File: src/rtl/cnn_pad_defs.sv
// Shared definitions for the zero-padding feeder: FSM encoding and
// padded-geometry / counter-width helpers.
package cnn_pad_defs;

    typedef enum logic {
        IDLE = 1'b0,
        RUN  = 1'b1
    } pad_state_e;

    function automatic int out_dim(input int dim, input int pad);
        return dim + 2 * pad;
    endfunction

    // A counter that only ever holds 0 still needs one bit.
    function automatic int cnt_width(input int n);
        return (n < 2) ? 1 : $clog2(n);
    endfunction

endpackage

File: src/rtl/cnn_pad_position_counter.sv
// Column/row/channel position over the padded frame, with interior and
// last-position flags for the current position.
module cnn_pad_position_counter
    import cnn_pad_defs::*;
#(
    parameter int IMAGE_WIDTH  = 304,
    parameter int IMAGE_HEIGHT = 304,
    parameter int CHANNEL_NUM  = 64,
    parameter int PAD          = 1,
    localparam int OUT_WIDTH   = out_dim(IMAGE_WIDTH, PAD),
    localparam int OUT_HEIGHT  = out_dim(IMAGE_HEIGHT, PAD),
    localparam int CW          = cnt_width(OUT_WIDTH),
    localparam int RW          = cnt_width(OUT_HEIGHT),
    localparam int KW          = cnt_width(CHANNEL_NUM)
) (
    input  logic          clk,
    input  logic          reset,
    input  logic          advance,
    output logic [CW-1:0] col,
    output logic [RW-1:0] row,
    output logic [KW-1:0] ch,
    output logic          is_interior,
    output logic          is_last
);

    localparam logic [CW-1:0] COL_MAX = CW'(OUT_WIDTH - 1);
    localparam logic [RW-1:0] ROW_MAX = RW'(OUT_HEIGHT - 1);
    localparam logic [KW-1:0] CH_MAX  = KW'(CHANNEL_NUM - 1);

    // One extra bit so the upper bound survives when PAD=0 and the image
    // dimension is a power of two.
    localparam logic [CW:0] COL_LO = (CW+1)'(PAD);
    localparam logic [CW:0] COL_HI = (CW+1)'(PAD + IMAGE_WIDTH);
    localparam logic [RW:0] ROW_LO = (RW+1)'(PAD);
    localparam logic [RW:0] ROW_HI = (RW+1)'(PAD + IMAGE_HEIGHT);

    logic col_last;
    logic row_last;
    logic ch_last;

    assign col_last = (col == COL_MAX);
    assign row_last = (row == ROW_MAX);
    assign ch_last  = (ch == CH_MAX);
    assign is_last  = col_last && row_last && ch_last;

    assign is_interior = ({1'b0, col} >= COL_LO) && ({1'b0, col} < COL_HI) &&
                         ({1'b0, row} >= ROW_LO) && ({1'b0, row} < ROW_HI);

    always_ff @(posedge clk or negedge reset) begin
        if (!reset) begin
            col <= '0;
            row <= '0;
            ch  <= '0;
        end else if (advance) begin
            if (col_last) begin
                col <= '0;
                if (row_last) begin
                    row <= '0;
                    ch  <= ch_last ? '0 : ch + 1'b1;
                end else begin
                    row <= row + 1'b1;
                end
            end else begin
                col <= col + 1'b1;
            end
        end
    end

endmodule

File: src/rtl/cnn_zero_padding_multi_channel.sv
// Frames each channel of a channel-major pixel stream with PAD zero pixels
// on every side, producing a registered valid-only output stream.
module cnn_zero_padding_multi_channel
    import cnn_pad_defs::*;
#(
    parameter int DATA_WIDTH   = 32,
    parameter int IMAGE_WIDTH  = 304,
    parameter int IMAGE_HEIGHT = 304,
    parameter int CHANNEL_NUM  = 64,
    parameter int PAD          = 1,
    localparam int OUT_WIDTH   = out_dim(IMAGE_WIDTH, PAD),
    localparam int OUT_HEIGHT  = out_dim(IMAGE_HEIGHT, PAD),
    localparam int CW          = cnt_width(OUT_WIDTH),
    localparam int RW          = cnt_width(OUT_HEIGHT),
    localparam int KW          = cnt_width(CHANNEL_NUM)
) (
    input  logic                  clk,
    input  logic                  reset,
    input  logic                  valid_in,
    input  logic [DATA_WIDTH-1:0] pxl_in,
    output logic                  ready_out,
    output logic                  valid_out,
    output logic [DATA_WIDTH-1:0] pxl_out,
    output logic                  frame_done,
    output logic                  state_dbg,
    output logic [CW-1:0]         col_dbg,
    output logic [RW-1:0]         row_dbg,
    output logic [KW-1:0]         ch_dbg
);

    // Input handshake: a pixel moves on a rising edge where valid_in and
    // ready_out are both high; ready_out only rises on an interior position
    // in RUN. The output side has no ready: valid_out marks every word.
    pad_state_e state;
    logic       is_interior;
    logic       is_last;
    logic       advance;

    assign ready_out = (state == RUN) && is_interior;
    assign advance   = (state == RUN) && (!is_interior || valid_in);
    assign state_dbg = state;

    cnn_pad_position_counter #(
        .IMAGE_WIDTH (IMAGE_WIDTH),
        .IMAGE_HEIGHT(IMAGE_HEIGHT),
        .CHANNEL_NUM (CHANNEL_NUM),
        .PAD         (PAD)
    ) u_pos (
        .clk        (clk),
        .reset      (reset),
        .advance    (advance),
        .col        (col_dbg),
        .row        (row_dbg),
        .ch         (ch_dbg),
        .is_interior(is_interior),
        .is_last    (is_last)
    );

    always_ff @(posedge clk or negedge reset) begin
        if (!reset) begin
            state      <= IDLE;
            valid_out  <= 1'b0;
            pxl_out    <= '0;
            frame_done <= 1'b0;
        end else begin
            frame_done <= 1'b0;
            case (state)
                IDLE: begin
                    valid_out <= 1'b0;
                    if (valid_in) state <= RUN;
                end
                RUN: begin
                    // An interior position without valid_in holds and emits a bubble.
                    valid_out <= advance;
                    if (advance) begin
                        pxl_out <= is_interior ? pxl_in : '0;
                        if (is_last) begin
                            state      <= IDLE;
                            frame_done <= 1'b1;
                        end
                    end
                end
                default: state <= IDLE;
            endcase
        end
    end

endmodule
File: config.mk
export PLATFORM = sky130hd
export DESIGN_NAME = cnn_zero_padding_multi_channel
export DESIGN_NICKNAME = d
export VERILOG_FILES = /design/src/rtl/cnn_pad_defs.sv /design/src/rtl/cnn_pad_position_counter.sv /design/src/rtl/cnn_zero_padding_multi_channel.sv
export SDC_FILE = /design/constraint.sdc
export NUM_CORES = 1
export LEC_CHECK = 0
export CAP_MARGIN = 20
export CORE_ASPECT_RATIO = 0.75
export CORE_MARGIN = 2
export CORE_UTILIZATION = 48
export CTS_CLUSTER_DIAMETER = 40
export CTS_CLUSTER_SIZE = 25
export DETAILED_ROUTE_END_ITERATION = 16
export PLACE_DENSITY = 0.94
export SETUP_SLACK_MARGIN = 0.5
export SLEW_MARGIN = 10
export SYNTH_ARGS = -nofsm -noshare
export SYNTH_HDL_FRONTEND = slang
export SYNTH_SLANG_ARGS = --single-unit
File: constraint.sdc
create_clock -name clk -period 5.49 [get_ports clk]
set_input_delay 1.098 -clock clk [delete_from_list [all_inputs] [get_ports clk]]
set_output_delay 1.098 -clock clk [all_outputs]
set_load 0.02 [all_outputs]
# Word level (Yosys, flattened, before mapping)
# Cells that the tools add are included.
dict set report totals {
  n_memories 0
  latch_bits 0
  rom_bits 0
  mem_bits_rw 0
  reg_bits 59
  wordCells 42
}
dict set report op_classes {
  bitwise 1
  add_sub_neg 3
  muxes 12
  eq_ne 3
  n_mul 0
  n_shift 0
  magnitude_cmp 4
  reduce_logical 12
  n_div 0
}
# operator n
set ops {}
lappend ops {{32-bit 2-to-1 mux} 1}
lappend ops {{9-bit by 1-bit adder with 9-bit output, second input constant} 2}
lappend ops {{9-bit equality test, second input constant} 2}
lappend ops {{9-bit by 1-bit greater-or-equal comparator with 1-bit output, second input constant} 2}
lappend ops {{9-bit less-than comparator, second input constant} 2}
lappend ops {{9-bit 2-to-1 mux} 2}
lappend ops {{1-bit logical AND} 7}
lappend ops {{6-bit by 1-bit adder with 6-bit output, second input constant} 1}
lappend ops {{6-bit equality test, second input constant} 1}
lappend ops {{1-bit 2-to-1 mux} 6}
lappend ops {{6-bit 2-to-1 mux} 1}
lappend ops {{1-bit case mux with 2 select lines} 2}
lappend ops {{2-bit AND reduction} 2}
lappend ops {{3-bit AND reduction} 1}
lappend ops {{1-bit logical NOT} 1}
lappend ops {{1-bit logical OR} 1}
lappend ops {{1-bit inverter} 1}

# Depth between registers and ports, before layout
dict set report logic_depth {
  depth_word 9
  depth_mapped 9
  ltp_nobuf 8
}

# Hierarchy
# Synthesis repeated with hierarchy kept, for this count alone.
dict set report unflattened {
  hier_cells 302
  hier_area_um2 3171.8
}
# mod cells_each n_inst area_per_inst_um2
set by_module_without_submodules {}
lappend by_module_without_submodules {cnn_zero_padding_multi_channel 156 1 1770.4}
lappend by_module_without_submodules {cnn_pad_position_counter 146 1 1401.3}

# Least setup slack after synthesis
# Ideal clock, no wire load.
dict set report synth_path {
  path_type {reg-to-output}
  from {register u_pos.col[0]}
  to {output port ready_out}
  required_time_ps 4392
  n_path_buf 2
  path_slack_ps 2257
  stages_incl_launch_ff 8
  arrival_ps 2135
  cell_sequence {dfrtp_1 > ha_1 > nor4_1 > and3_1 > or4_1 > buf_2 > clkbuf_1 > nor2_1}
}
dict set report synth_between {
  elab_chain_len 5
  elab_cells_between_ends 6
}
# element line_no
set synth_lines {}
lappend synth_lines {{start: declaration} cnn_pad_position_counter.sv:19} ;# output logic [CW-1:0] col,
lappend synth_lines {{start signal: assignment} cnn_pad_position_counter.sv:64} ;# col <= col + 1'b1;
lappend synth_lines {{9-bit by 1-bit greater-or-equal comparator with 1-bit output / 9-bit less-than comparator (equally long branches)} cnn_pad_position_counter.sv:46} ;# assign is_interior = ({1'b0, col} >= COL_LO) && ({1'b0, col} < COL_HI) &&
lappend synth_lines {{1-bit logical AND * (2 in a row)} cnn_pad_position_counter.sv:46}
lappend synth_lines {{1-bit logical AND *} cnn_pad_position_counter.sv:47} ;# ({1'b0, row} >= ROW_LO) && ({1'b0, row} < ROW_HI);
lappend synth_lines {{1-bit logical AND *} cnn_zero_padding_multi_channel.sv:39} ;# assign ready_out = (state == RUN) && is_interior;
lappend synth_lines {{end: declaration} cnn_zero_padding_multi_channel.sv:21} ;# output logic ready_out,
# Mark *: on every way between the ends. The rest lies on a longest branch, timed or not.

# Worst setup path in the final report
dict set report layout_path {
  from {register u_pos.col[3]}
  to {output port ready_out}
}
# The elaborated chain is that of the path after synthesis.

==> results.sh <==
export IMPL_status="complete, no violations"
export IMPL_setup_ws_ns=1.33
export IMPL_die_area_um2=6220
export IMPL_drt_wl_total_um=6770
export IMPL_dieWidth_um=90.4
export IMPL_fillers=386
export IMPL_fin_crit_sh_pct=75.9
export IMPL_cts_hold_buf=0
export IMPL_hold_viol=0
export IMPL_area_growth_pct=44.7
export IMPL_dp_slack_ns=1.71
export IMPL_clock_sinks=59
export IMPL_pin_count=95
export IMPL_initial_core_util_pct=50.0
export IMPL_layout_commonest_cell="clkdlybuf4s50_1"
export IMPL_cp_data_required_time_ns=4.39
export IMPL_avgViaCountPerCell=5.66
export IMPL_synth_distinct_cells=40
export IMPL_drcViolationCount=0
export IMPL_fin_setup_tns_ns=0
export IMPL_drive_above_1_share_pct=9.67
export IMPL_ir_worst_vdd_mv=0.156
export IMPL_fin_nets=366
export IMPL_cpPeakStageDelay_ns=0.86
export IMPL_postRouteAntennaNets=0
export IMPL_h_tree_depth=3
export IMPL_grt_pass1_vias=2195
export IMPL_cts_resized=0
export IMPL_synth_adder_area_share_pct=2.33
export IMPL_powerDensity_nw_per_um2=280
export IMPL_critPathArrivalTime_ns=3.07
export IMPL_synth_top_family_by_area="compound AO/OA/AOI/OAI gates"
export IMPL_ys_seq_area_share_pct=54.9
export IMPL_synth_seq_cells=59
export IMPL_worstRegToRegCells=6
export IMPL_ctsLongestPathBuffers=2
export IMPL_period_needed_ns=4.16
export IMPL_gp_congestion=0.931
export IMPL_endpoint_kind="output port"
export IMPL_synth_compound_area_share_pct=21.9
export IMPL_min_path_type="reg2reg"
export IMPL_rows=23
export IMPL_path_cells="nor4_1, o211ai_1, or4_1, nor2_1, clkdlybuf4s50_1"
export IMPL_syn_nets=271
export IMPL_num_antenna_cells=0
export IMPL_netlist_area_um2=2690
export IMPL_holdPathStages=1
export IMPL_grt_overflow=0
export IMPL_core_area_um2=5380
export IMPL_worstMarginPinSlew_ns=0.972
export IMPL_wire_per_inst_um=16.7
export IMPL_leakagePower_nw=1.68
export IMPL_postSynthCellCount=231
export IMPL_mostFrequentLayoutCells="93 x clkdlybuf4s50_1, 59 x dfrtp_1, 33 x a22o_1, 15 x and3_1, 13 x o21ai_0"
export IMPL_synth_simple_area_share_pct=13.9
export IMPL_cap_violations=0
export IMPL_finalPower_mw=1.09
export IMPL_initialDrtViolationCount=197
export IMPL_clk_pin_slew_ns=0.07
export IMPL_synthXorXnorAreaFrac_pct=1.95
export IMPL_syn_avg_cell_area_um2=11.6
export IMPL_portBuffers=94
export IMPL_clock_latency_ns=0.33
export IMPL_cts_tree="done"
export IMPL_cts_made_buffers=9
export IMPL_fmax_mhz=240
export IMPL_grt_pass1_wl_um=10700
export IMPL_drv_slew=0
export IMPL_routed_via_count=2299
export IMPL_clockRootBuffer="clkbuf_8"
export IMPL_regArea_um2=1480
export IMPL_antenna_found_initial=0
export IMPL_critPathSlowestCell="or4_1"
export IMPL_max_slew_margin_pct=35.0
export IMPL_path_max_fanout=19
export IMPL_first_pass_iters=4
export IMPL_critPathLaunchType="register"
export IMPL_finalClockSkew_ns=0.00867
export IMPL_synthMuxAreaShare_pct=2.37
export IMPL_cts_setup_buffers=0
export IMPL_setup_violations_final=0
export IMPL_rsz0062_at_grt="no"
export IMPL_grt_start_max_net_pins=60
export IMPL_critPathKind="reg2out"
export IMPL_multi_input_area_um2=1140
export IMPL_yosysWarnings=0
export IMPL_dieHeight_um=68.8
export IMPL_post_dp_hpwl_um=4790
export IMPL_track_usage_pct=22.5
## layout make-up
cell class                 count  area share (%)
sequential                    59            38.0
timing repair buffer          96            24.6
clock buffer                   9            3.18
tap                           75            2.41
clock inverter                 7            1.96
multi-input combinational    155            29.4
inverter                       5           0.482
## synth_stat cells
cell type  count  area (µm²)
a21bo_2        1        10.0
a21o_1         1        7.51
a21oi_1        2        10.0
a22o_1        33         289
a2bb2oi_2      1        15.0
a32o_1         1        10.0
and2_1         1        6.26
and3_1        15        93.8
and4_1         3        26.3
buf_1          1        3.75
buf_2          7        35.0
clkbuf_1       4        15.0
dfrtp_1       59        1480
ha_1           5        62.6
inv_1          4        15.0
inv_2          1        3.75
mux2_2         3        33.8
mux2_4         2        30.0
nand2_1        3        11.3
nand2b_1       4        25.0
nand3_1       11        55.1
nand4_1        2        12.5
nor2_1        11        41.3
nor2b_1        3        18.8
nor3_1         5        25.0
nor4_1         6        37.5
o2111ai_1      1        8.76
o211ai_1       2        15.0
o21ai_0       13        65.1
o21ai_2        1        8.76
o21ai_4        1        16.3
o21ba_2        1        10.0
o221ai_1       6        52.6
o2bb2ai_1      6        52.6
o31ai_1        1        7.51
o32a_1         1        10.0
or2_2          1        6.26
or3_1          1        6.26
or4_1          1        7.51
xnor2_1        6        52.6
## metrics by stage
stage               util, %  cell area, µm²  instances  hold WS, ns
finish                 72.3            3890        406        0.504
global route           72.3            3890        406        0.522
CTS                    72.3            3890        406        0.510
detailed placement     68.6            3690        390        0.490
global placement       68.3            3670        389        0.486
floorplan                 -            2690        231        0.604
## sequential cells by signal (all words and copies together) (netlist names)
signal	flops
pxl_out	32
frame_done	1
u_pos.row	9
valid_out	1
u_pos.ch	6
u_pos.col	9
state_dbg	1
## power by group
part           total [mW]  internal (mW)  switching, mW
Combinational       0.192          0.105         0.0873
Sequential          0.506          0.459         0.0463
Clock               0.391          0.211          0.180
Total                1.09          0.776          0.313
## worst paths after layout
check	start	to	slack (ns)
max in group asynchronous	reset	u_pos.ch[4]$_DFFE_PN0P_	4.13
setup / recovery	u_pos.col[3]$_DFFE_PN0N_	ready_out	1.33
hold / removal	pxl_out[30]$_DFFE_PN0P_	pxl_out[30]$_DFFE_PN0P_	0.50
min in group asynchronous	reset	u_pos.row[8]$_DFFE_PN0P_	0.90
hold reg to reg	pxl_out[30]$_DFFE_PN0P_	pxl_out[30]$_DFFE_PN0P_	0.50
setup reg to reg	u_pos.col[3]$_DFFE_PN0N_	u_pos.col[1]$_DFFE_PN0N_	2.12
## metal layers
layer / GRT usage [%] / vias to the layer above / routed length, µm
li1: - / 1080 / -
met1: 29.5 / 1094 / 2980
met2: 35.1 / 115 / 3160
met3: 8.80 / 10 / 550
met4: 6.73 / 0 / 74
met5: 0 / - / 0
## critical path: cells and delay by family (launching register included)
| kind | cells | cell delay, ns |
|---|---|---|
| DFF | 1 | 0.45 |
| and+or+nand+nor | 3 | 1.47 |
| AOI/OAI and AO/OA | 1 | 0.14 |
| buffers and inverters | 1 | 0.66 |
## cells by family (layout without fill, tap and decap cells)
group | Yosys count | count (layout)
buffers and inverters | 17 | 117
AO/OA/AOI/OAI | 72 | 72
AND/OR/NAND/NOR | 67 | 67
multiplexers | 5 | 5
XOR/XNOR | 6 | 6
flip-flops | 59 | 59
adder cells (fa/ha/maj) | 5 | 5
No activity file was read; power rests on OpenSTA's default activity.
==> patch: new RTL, config.mk and constraints unchanged <==
Reset style: synchronous (`reset`), changed in 2 clocked blocks.
--- a/src/rtl/cnn_pad_position_counter.sv
+++ b/src/rtl/cnn_pad_position_counter.sv
@@ -46,7 +46,7 @@
     assign is_interior = ({1'b0, col} >= COL_LO) && ({1'b0, col} < COL_HI) &&
                          ({1'b0, row} >= ROW_LO) && ({1'b0, row} < ROW_HI);
 
-    always_ff @(posedge clk or negedge reset) begin
+    always_ff @(posedge clk) begin
         if (!reset) begin
             col <= '0;
             row <= '0;
--- a/src/rtl/cnn_zero_padding_multi_channel.sv
+++ b/src/rtl/cnn_zero_padding_multi_channel.sv
@@ -56,7 +56,7 @@
         .is_last    (is_last)
     );
 
-    always_ff @(posedge clk or negedge reset) begin
+    always_ff @(posedge clk) begin
         if (!reset) begin
             state      <= IDLE;
             valid_out  <= 1'b0;
Check against the original RTL: differs if reset is asserted again (counterexample within 4 cycles, from zero or initial values and one cycle with reset low); with reset held inactive, the same outputs for 10 cycles.
==> patch against the unedited design <==
- core utilization increased by 2.0 points
- fmax up 20%
- wire length decreased by 4.9%
- total power decreased by 14%
- sequential cell count stayed put
- sequential power is 13% lower
- first-iteration DRC count shrank 7.1%
- final area down 4.9%
- combinational power is 47% lower
- area after synthesis down 5.6%
- worst setup slack improved by 0.68 ns
- critical path depth grew 1
- critical path type unchanged
- largest power group unchanged
- highest routed layer unchanged
==> patch: results (changes against the unedited design) <==
----------------------------------------------------
[Synthesis]
  Proportion of synthesized flip-flops having asynchronous set or reset ... 0% (was 100%)
  Synth Net Count ... 291 (was 271)
  Post-Synthesis Cell Area ... 0.00254 mm² (was 0.00269 mm²)
  Top cells by area, synth ... sky130_fd_sc_hd__dfxtp_1, sky130_fd_sc_hd__a22o_1, sky130_fd_sc_hd__xnor2_1 (was sky130_fd_sc_hd__dfrtp_1, sky130_fd_sc_hd__a22o_1, sky130_fd_sc_hd__and3_1)
  Sequential element share of the synthesized area ... 46.5% (was 54.9%)
  Leading cell types by count after synthesis ... sky130_fd_sc_hd__dfxtp_1, sky130_fd_sc_hd__a22o_1, sky130_fd_sc_hd__nand2_1, sky130_fd_sc_hd__nor2_1, sky130_fd_sc_hd__a21oi_1 (was sky130_fd_sc_hd__dfrtp_1, sky130_fd_sc_hd__a22o_1, sky130_fd_sc_hd__and3_1)

[Cells and area]
  Inverters ... 8 (was 5)
  Clock network area share ... 5.44% (was 5.15%)
  Multi-input gate share of total cell area ... 33.2% (was 29.4%)
  Share of cell area taken by flip-flops and latches ... 31.9% (was 38.0%)
  Area growth from synthesis to layout ... 45.8% (was 44.7%)
  Layout cells sized above 1 ... 9.43% (was 9.67%)

[Setup path]
  Critical-path cell with the highest stage delay ... sky130_fd_sc_hd__clkdlybuf4s50_1 (was sky130_fd_sc_hd__or4_1)
  Worst EP arrival ... 2.39 ns (was 3.07 ns)
  Critical path launch point ... u_pos.row[0] (was u_pos.col[3])
  Maximum fanout count along the critical path ... 8 (was 19)
  Largest incremental delay on the critical path ... 0.61 ns (was 0.86 ns)
  R2r startpoint ... u_pos.row[0] (was u_pos.col[3])

[Power]
  Net load switching power ... 241 µW (was 313 µW)
  VDD IR max ... 0.191 mV (was 0.156 mV)
  Power drawn by the combinational cells ... 102 µW (was 192 µW)
  P_leak ... 0.00135 µW (was 0.00168 µW)

[GRT]
  Fraction of met2 tracks used by global routing ... 33.7% (was 35.1%)
  Global router's overall resource usage ... 21.9% (was 22.5%)
  Via count of the first global-routing pass ... 2022 (was 2195)
  Met3 track demand over resource ... 6.82% (was 8.80%)
  Global-route wire length before repair ... 9.85 mm (was 10.7 mm)
  Maximum number of pins on one net before global-route repair ... 33 (was 60)

[Timing]
  Worst Max-Slew Pin Slew ... 1.06 ns (was 0.972 ns)
  Fin Clk Skew ... 0.00792 ns (was 0.00867 ns)
  WHS ... 0.480 ns (was 0.504 ns)

[Detailed routing]
  Detail-routed net length per standard cell ... 15.3 µm (was 16.7 µm)
  Overall via count from detail_route ... 2288 (was 2299)
  Routed wire length on met3 ... 384 µm (was 550 µm)

[Hold path]
  Min-delay src ... pxl_out[29] (was pxl_out[30])

[Place]
  Worst slack, placed ... 2.07 ns (was 1.71 ns)
  GPL Wtd Cong ... 0.888 (was 0.931)
  Detailed-placement wirelength estimate ... 4.69 mm (was 4.79 mm)
  Placed Area ... 0.00348 mm² (was 0.00369 mm²)

[Run status]
  Status ... completed (unchanged)

----------------------------------------------------
==> patch: cell types whose count changed after synthesis, moves of 8 or more <==
cell and delta:
sky130_fd_sc_hd__a21oi_1 +12, sky130_fd_sc_hd__dfrtp_1 -59, sky130_fd_sc_hd__dfxtp_1 +59, sky130_fd_sc_hd__nand2_1 +16, sky130_fd_sc_hd__nor2_1 +8, sky130_fd_sc_hd__o21ai_0 -10
==> patch: cell families (layout without fill, tap and decap cells) <==
logic type	after synthesis	in the layout	synth area share (%)
multiplexers	5	5	2.22
XOR/XNOR	11	11	3.80
buffers and inverters	21	120	5.13
flip-flops	59	59	46.5
AO/OA/AOI/OAI	65	65	21.7
AND/OR/NAND/NOR	85	85	18.1
adder cells (fa/ha/maj)	5	5	2.46
==> patch: how the worst max path moves through the flow <==
stage	to	slack, ns	depth (start not counted)
finish	ready_out	2.01	6
global placement	pxl_out[24]	1.89	6
detailed placement	pxl_out[9]	2.07	7
global route	ready_out	1.87	6
floorplan	ready_out	2.91	6
CTS	ready_out	2.02	6
